## src/rtl/pipe_pkg.sv

```systemverilog
// Shared pipeline constants: data/address widths and MEM/WB bundle field offsets.
// Latency: n/a (constants only).
// Backpressure: n/a (constants only).
package pipe_pkg;

    localparam int DW = 32;
    localparam int AW = 5;

    // MEM/WB bundle layout, LSB first: alu_out, dm_out, MemtoReg, RegWrite
    localparam int MWB_ALU_LSB = 0;
    localparam int MWB_DM_LSB  = DW;
    localparam int MWB_M2R_BIT = 2 * DW;
    localparam int MWB_RW_BIT  = 2 * DW + 1;
    localparam int MWB_W       = 2 * DW + 2;

endpackage

```

## src/rtl/gpr_array.sv

```systemverilog
// Raw GPR storage: one write port, three asynchronous read ports, asynchronous clear.
// Latency: write visible after 1 clock; reads combinational.
// Backpressure: none; a write is accepted on every cycle that we is high.
module gpr_array #(
    parameter int DW = pipe_pkg::DW,
    parameter int AW = pipe_pkg::AW
) (
    input  logic          clock,
    input  logic          rst_n,
    input  logic          we,
    input  logic [AW-1:0] waddr,
    input  logic [DW-1:0] wdata,
    input  logic [AW-1:0] raddr_a,
    input  logic [AW-1:0] raddr_b,
    input  logic [AW-1:0] raddr_c,
    output logic [DW-1:0] rdata_a,
    output logic [DW-1:0] rdata_b,
    output logic [DW-1:0] rdata_c
);

    localparam int NREGS = 1 << AW;

    logic [DW-1:0] mem [NREGS];

    // Clear every entry on reset, otherwise commit the single write port
    always_ff @(posedge clock or negedge rst_n) begin
        if (!rst_n) begin
            for (int i = 0; i < NREGS; i++) begin
                mem[i] <= '0;
            end
        end else if (we) begin
            mem[waddr] <= wdata;
        end
    end

    assign rdata_a = mem[raddr_a];
    assign rdata_b = mem[raddr_b];
    assign rdata_c = mem[raddr_c];

endmodule

```

## src/rtl/wb_regfile.sv

```systemverilog
// Writeback stage: unpacks MEM/WB, selects load/ALU value, commits to the GPR file with WB->ID bypass.
// Latency: commit 1 clock; ID reads, bypass and debug read are combinational.
// Backpressure: none; the writeback stage never stalls and consumes the bundle every cycle.
module wb_regfile #(
    parameter int DW    = pipe_pkg::DW,
    parameter int AW    = pipe_pkg::AW,
    parameter int CNT_W = 32
) (
    input  logic                       clock,
    input  logic                       rst_n,
    input  logic [pipe_pkg::MWB_W-1:0] mem_wb_in,
    input  logic [AW-1:0]              wb_rd,
    input  logic [AW-1:0]              ra1,
    input  logic [AW-1:0]              ra2,
    output logic [DW-1:0]              rd1,
    output logic [DW-1:0]              rd2,
    input  logic [AW-1:0]              dbg_addr,
    output logic [DW-1:0]              dbg_data,
    output logic                       wb_we,
    output logic [DW-1:0]              wb_data,
    output logic [CNT_W-1:0]           wr_count
);

    import pipe_pkg::*;

    logic [DW-1:0] alu_out;
    logic [DW-1:0] dm_out;
    logic          mem_to_reg;
    logic          reg_write;

    logic [DW-1:0] arr_rd1;
    logic [DW-1:0] arr_rd2;

    // Bundle unpack
    assign alu_out    = mem_wb_in[MWB_ALU_LSB +: DW];
    assign dm_out     = mem_wb_in[MWB_DM_LSB +: DW];
    assign mem_to_reg = mem_wb_in[MWB_M2R_BIT];
    assign reg_write  = mem_wb_in[MWB_RW_BIT];

    // r0 is hardwired: gating the enable here keeps the array entry at zero forever.
    // reg_write alone qualifies the write, so garbage data fields while it is low are harmless.
    assign wb_data = mem_to_reg ? dm_out : alu_out;
    assign wb_we   = reg_write && (wb_rd != '0);

    gpr_array #(
        .DW (DW),
        .AW (AW)
    ) u_gpr (
        .clock   (clock),
        .rst_n   (rst_n),
        .we      (wb_we),
        .waddr   (wb_rd),
        .wdata   (wb_data),
        .raddr_a (ra1),
        .raddr_b (ra2),
        .raddr_c (dbg_addr),
        .rdata_a (arr_rd1),
        .rdata_b (arr_rd2),
        .rdata_c (dbg_data)
    );

    // ID read ports: r0 forced to zero, then same-cycle bypass of the in-flight write, then the array
    always_comb begin
        rd1 = arr_rd1;
        rd2 = arr_rd2;
        if (ra1 == '0) begin
            rd1 = '0;
        end else if (wb_we && (ra1 == wb_rd)) begin
            rd1 = wb_data;
        end
        if (ra2 == '0) begin
            rd2 = '0;
        end else if (wb_we && (ra2 == wb_rd)) begin
            rd2 = wb_data;
        end
    end

    // Retired-write counter, wraps naturally at 2**CNT_W
    always_ff @(posedge clock or negedge rst_n) begin
        if (!rst_n) begin
            wr_count <= '0;
        end else if (wb_we) begin
            wr_count <= wr_count + 1'b1;
        end
    end

endmodule
```

## config.mk

```make
export PLATFORM = sky130hd
export DESIGN_NAME = wb_regfile
export DESIGN_NICKNAME = d
export VERILOG_FILES = /design/src/rtl/pipe_pkg.sv /design/src/rtl/gpr_array.sv /design/src/rtl/wb_regfile.sv
export SDC_FILE = /design/constraint.sdc
export NUM_CORES = 2
export LEC_CHECK = 0
export CORE_UTILIZATION = 45
export CTS_BUF_LIST = sky130_fd_sc_hd__clkbuf_8 sky130_fd_sc_hd__clkbuf_16
export CTS_CLUSTER_SIZE = 28
export DETAILED_ROUTE_END_ITERATION = 8
export GPL_TIMING_DRIVEN = 0
export HOLD_SLACK_MARGIN = 0.12
export PLACE_DENSITY = 0.63
export SETUP_SLACK_MARGIN = 0.2
export SLEW_MARGIN = 20
export SYNTH_ARGS = -nofsm -noshare
export SYNTH_HDL_FRONTEND = slang
export SYNTH_SLANG_ARGS = --single-unit
```

## constraint.sdc

```tcl
create_clock -name clock -period 2.8 [get_ports clock]
set_input_delay 0.56 -clock clock [delete_from_list [all_inputs] [get_ports clock]]
set_output_delay 0.56 -clock clock [all_outputs]
set_load 0.02 [all_outputs]
```

# Yosys cells after proc, flatten, opt, wreduce, memory -nomap -nowiden
# Cells that the tools add are included.
# Widths: inputs -> output; s select.
[totals] ramBits=0 latch_bits=0 input_bits=88 romBits=0 regBits=1056 output_inout_bits=161 mem_count=0 wordCells=69
[op_classes] shifts=0 n_mux=17 n_eq_ne=2 mul=0 reduce_logical=7 div=0 n_lt_le_gt_ge=5 n_bitwise=4 n_addsub=1
[ops] op="$bwmux 1024" count=1
[ops] op="$bmux 32 s5" count=3
[ops] op="$mux 32" count=12
[ops] op="$demux 32 s5" count=1
[ops] op="$add 32x1->32 const B" count=1
[ops] op="$ge 6x6->1 const B" count=4
[ops] op="$not 5->6" count=4
[ops] op="$eq 5x5->1" count=2
[ops] op="$logic_not 5->1" count=2
[ops] op="$lt 6x1->1 const B" count=1
[ops] op="$reduce_bool 5->1" count=1
[ops] op="$logic_and 1x1->1" count=4

# Longest topological paths before layout
[logic_depth] depth_word=6 ltp_mapped=11 mapped_depth_nobuf=7

# Modules after synthesis
# Synthesis repeated with hierarchy kept, for this count alone.
[unflattened] cells_unflattened=6150 hier_area_um2=68124.1
[by_module_without_submodules] module="gpr_array" seq_area_each_um2=25624.6 area_each_um2=64992.3 cells_per_inst=5763 n_inst=1
[by_module_without_submodules] module="wb_regfile" seq_area_each_um2=800.8 area_each_um2=3131.8 cells_per_inst=387 n_inst=1

# Worst setup path after synthesis
# No wires, ideal clock.
[synth_timing] kind="input-to-output" from="in wb_rd[4]" to="out rd1[16]" required_time_ns=2.240 arrival_ns=2.565 n_path_buf=3 cell_stages=8 path_slack_ns=-0.325 cell_sequence="buf_4 nor3_4 a21o_2 inv_1 and4_1 buf_2 buf_2 a221oi_1"
[synth_between] elab_chain_cells=5 word_cells_on_any_way=6 cone_classes="eq/ne: 1; mux: 2; reduce/logical: 3"
[synth_rtl] item="from (decl)" line_no="wb_regfile.sv:12" source="input logic [AW-1:0] wb_rd,"
[synth_rtl] item="$reduce_bool 5->1" line_no="wb_regfile.sv:43" source="assign wb_we = reg_write && (wb_rd != '0);"
[synth_rtl] item="$logic_and 1x1->1" line_no="wb_regfile.sv:43"
[synth_rtl] item="via wb_we" line_no="wb_regfile.sv:19" source="output logic wb_we,"
[synth_rtl] item="$logic_and 1x1->1" line_no="wb_regfile.sv:68" source="end else if (wb_we && (ra1 == wb_rd)) begin"
[synth_rtl] item="$mux 32" line_no="wb_regfile.sv:68"
[synth_rtl] item="$mux 32" line_no="wb_regfile.sv:66" source="if (ra1 == '0) begin"
[synth_rtl] item="to (decl)" line_no="wb_regfile.sv:15" source="output logic [DW-1:0] rd1,"
# The timed path passes the listed nets, and every way through them passes these cells.

# Worst setup path in the final report
[layout_timing] from="in ra2[2]" to="out rd2[12]"
[layout_between] elab_chain_cells=6 word_cells_on_any_way=9 cone_classes="eq/ne: 1; mux: 5; bitwise: 1; reduce/logical: 2"
[layout_rtl] item="from (decl)" line_no="wb_regfile.sv:14" source="input logic [AW-1:0] ra2,"
[layout_rtl] item="$not 5->6 (implied by the code)" line_no="gpr_array.sv:37" source="assign rdata_b = mem[raddr_b];"
[layout_rtl] item="$bmux 32 s5" line_no="gpr_array.sv:37"
[layout_rtl] item="$mux 32 (implied by the code) (2 in series)" line_no="gpr_array.sv:37"
[layout_rtl] item="$mux 32" line_no="wb_regfile.sv:73" source="end else if (wb_we && (ra2 == wb_rd)) begin"
[layout_rtl] item="$mux 32 *" line_no="wb_regfile.sv:71" source="if (ra2 == '0) begin"
[layout_rtl] item="to (decl)" line_no="wb_regfile.sv:16" source="output logic [DW-1:0] rd2,"
# Every way passes the cells marked *; elsewhere a longest branch is shown, timed or not. The select of a mux whose other input is x is not followed.

==> results by group <==
Floorplanning
  • Initial core utilization: 45.4%
  • Die span in x: 378 µm
  • # IOs: 249
  • Full die area: 143000 µm²
  • Core footprint: 140000 µm²
  • Die height: 378 µm
  • FP Rows: 137

Worst setup path
  • CP Max Fanout: 10
  • Setup slack, reg-to-reg: 550 ps
  • Worst path arrival time: 3190 ps
  • Crit end category: output pin
  • Worst r2r src: wr_count[0]
  • CP Data Required Time: 2240 ps
  • Reg2reg path depth: 7
  • Critical path type: primary input to output pin
  • R2r endpoint: wr_count[31]
  • Startpoint type of the worst setup path: primary input

Place
  • DP Worst Slack: -3240 ps
  • I/O Buffers: 231
  • Post-DP HPWL: 296 mm
  • RD Place Congestion: 1.10
  • Placed cell count: 7707

Clocking
  • Clock sinks: 1056
  • Clock slew at reported path FFs: 60 ps
  • CTS root buffer: clkbuf_16
  • Clk_lat worst skew: 810 ps
  • CTS Buf Count: 121
  • CTS H-tree depth: 3
  • CTS tree: built
  • Clock buffer depth: 3

Layout
  • Fin cells: 8459
  • Layout fillers: 11300
  • Layout cells sized above 1: 36.6%
  • Reg area: 26400 µm²
  • Area of the multi-input gates: 37600 µm²
  • Area Overhead vs Synth: 34.7%
  • Core Util, Final: 61.2%
  • Final net count: 6544

Drt
  • Drt initial violations: 11700
  • Vias per std cell: 7.43
  • Drc violations: 0
  • Routed WL: 412 mm
  • Number of nets with antenna violations after routing: 0
  • Total vias in the final route: 62800
  • Wire per inst: 48.7 µm
  • DR pass1 iterations: 9

STA
  • RSZ-0062 raised after global routing: true
  • Final count of hold timing violations: 0
  • Slew headroom: 16.8%
  • Worst Setup Slack, final: -945 ps
  • Final setup violation count: 97
  • Final min period: 3750 ps
  • Worst-margin pin slew: 1250 ps
  • Worst clock skew: 5.86 ps
  • FMAX: 267 MHz
  • Fin crit share: 134%
  • Setup TNS: -71230 ps
  • Slew Viols, Final: 0

Logic synthesis
  • Mapped Nets: 5665
  • Syn Std Cell Area: 63600 µm²
  • Post-synth EDFFs: 0
  • Gate Count Post-Synth: 5576
  • Ys async rst share: 100%
  • Seq/Total Area, Yosys: 41.6%
  • Synth Warn #: 0
  • #FFs+latches synth: 1056
  • Yosys cell types: 66
  • Mean Syn Cell Area: 11.4 µm²
  • Top_reg_cell synth: dfrtp_1

GRT
  • Total GRT Usage: 57.1%
  • Pin count of the biggest net entering global routing: 139
  • Gr ovfl total: 0
  • Number of global-route vias before repair: 56700
  • Initial antenna violation count: 34
  • First-pass GRT wire length: 531 mm

Status
  • Failing checks: negative setup slack
  • Status: finished, violations left

Pwr
  • Static leakage: 35.6 nW
  • Power Density: 718 nW/µm²
  • Peak VDD IR: 666 µV
  • Overall Power: 61.5 mW

Min path
  • Worst hold path type: primary input to async pin

Job
  • Max cap viols: 0
## repair_timing
action / CTS / global route
hold buffers: 1 / 0
resized for setup: 1642 / 182
gates cloned: 14 / 8
setup buffers: 388 / 90
setup endpoints to repair: 1106 / 539
pin swaps: 166 / 101
hold endpoints to repair: 89 / 0
## sequential cells by signal, indices dropped and copies added (netlist names)
| signal | flops |
|---|---|
| u_gpr.mem | 1024 |
| wr_count | 32 |
## synthesized netlist by cell type, types with 3 or more instances
cell	n	area, µm²
nand2_1	688	2580
nand2b_1	11	68.8
o211ai_1	4	30.0
buf_12	5	100
a32o_1	4	40.0
a211oi_1	69	518
a211o_1	4	35.0
nor2_1	443	1660
nand3b_1	5	37.5
o21ai_0	647	3240
buf_6	41	462
o22ai_1	32	200
buf_8	10	150
nor3_1	21	105
and2_1	7	43.8
buf_2	79	395
nor4_1	3	18.8
buf_1	19	71.3
and3_1	18	113
a21oi_1	469	2350
xnor2_1	26	228
nor3b_1	3	22.5
clkbuf_1	429	1610
inv_1	57	214
a22oi_1	22	165
dfrtp_1	1056	26400
a221oi_1	88	771
nand4_1	9	56.3
o21ai_1	11	55.1
a31oi_1	16	100
mux4_2	739	16600
buf_4	40	300
xor2_1	15	131
a221o_1	41	410
nand3_1	24	120
mux2i_1	313	3130
mux2_2	32	360
nor2b_1	28	175
or4_1	5	37.5
a22o_1	4	35.0
inv_2	3	11.3
## kinds of logic (layout without fill, tap and decap cells)
group / count (synthesis) / after routing / share of synthesized area (%)
buffers and inverters: 686 / 1664 / 5.23
adders and majority gates: 1 / 1 / 0.0197
and+or+nand+nor: 1274 / 1274 / 8.08
xor gates and xnor gates: 41 / 41 / 0.565
DFF: 1056 / 1056 / 41.6
muxes: 1084 / 1084 / 31.7
AOI/OAI and AO/OA: 1434 / 1434 / 12.9
other: 0 / 29 / 0
## power breakdown
part | switching (mW) | internal (mW)
registers | 3.71 | 18.4
logic | 12.7 | 9.75
clock network | 7.43 | 9.55
## worst max-delay path by stage
stage	from	to	cells after the start
after floorplan	ra2[0]	rd2[0]	9
after global placement	rst_n	wr_count[30]	1
after detailed placement	ra1[1]	rd1[21]	10
after CTS	ra2[0]	rd2[17]	12
after global routing	u_gpr.mem[941]	rd2[13]	7
final	ra2[2]	rd2[12]	9
## per-layer routing
layer	wire, µm	up-vias	track usage (%)
li1	-	22800	-
met1	140000	32200	68.3
met2	153000	6434	70.6
met3	83900	1388	42.1
met4	33300	32	35.7
met5	1500	-	6.72
## through the flow
stage | instance area, µm² | hold slack, ps
after floorplan | 65200 | 264
after global placement | 69900 | 461
after detailed placement | 70600 | 470
after CTS | 83800 | 357
after global routing | 85600 | 404
final | 85700 | 315
## cell type report
| cell class | count | share of cell area, % |
|---|---|---|
| repair buffers | 756 | 10.0 |
| clock buffers | 156 | 4.11 |
| diodes | 29 | 0.0847 |
| multi-input cells | 3834 | 44.0 |
| plain buffers | 624 | 7.18 |
| clock inverters | 66 | 0.713 |
| inverters | 62 | 0.305 |
| flip-flops and latches | 1056 | 30.9 |
| well taps | 1876 | 2.74 |
## layout by cell type (no fill, tap or decap), drive strengths merged, types with 41 or more instances in the layout
master,count
clkdlybuf4s50,97
a221oi,90
buf,819
mux2i,313
nand2,688
a21oi,469
dfrtp,1056
o21ai,658
a221o,41
clkbuf,585
inv,83
mux4,739
a211oi,70
nor2,443
## critical path: stages
cell	delay (ps)
clkbuf_4	220
buf_6	290
buf_6	330
clkbuf_8	370
nand2_2	250
o2bb2ai_1	230
a21oi_1	90
a211oi_4	590
buf_6	200
Note: power is estimated with default switching activity, not from simulation.
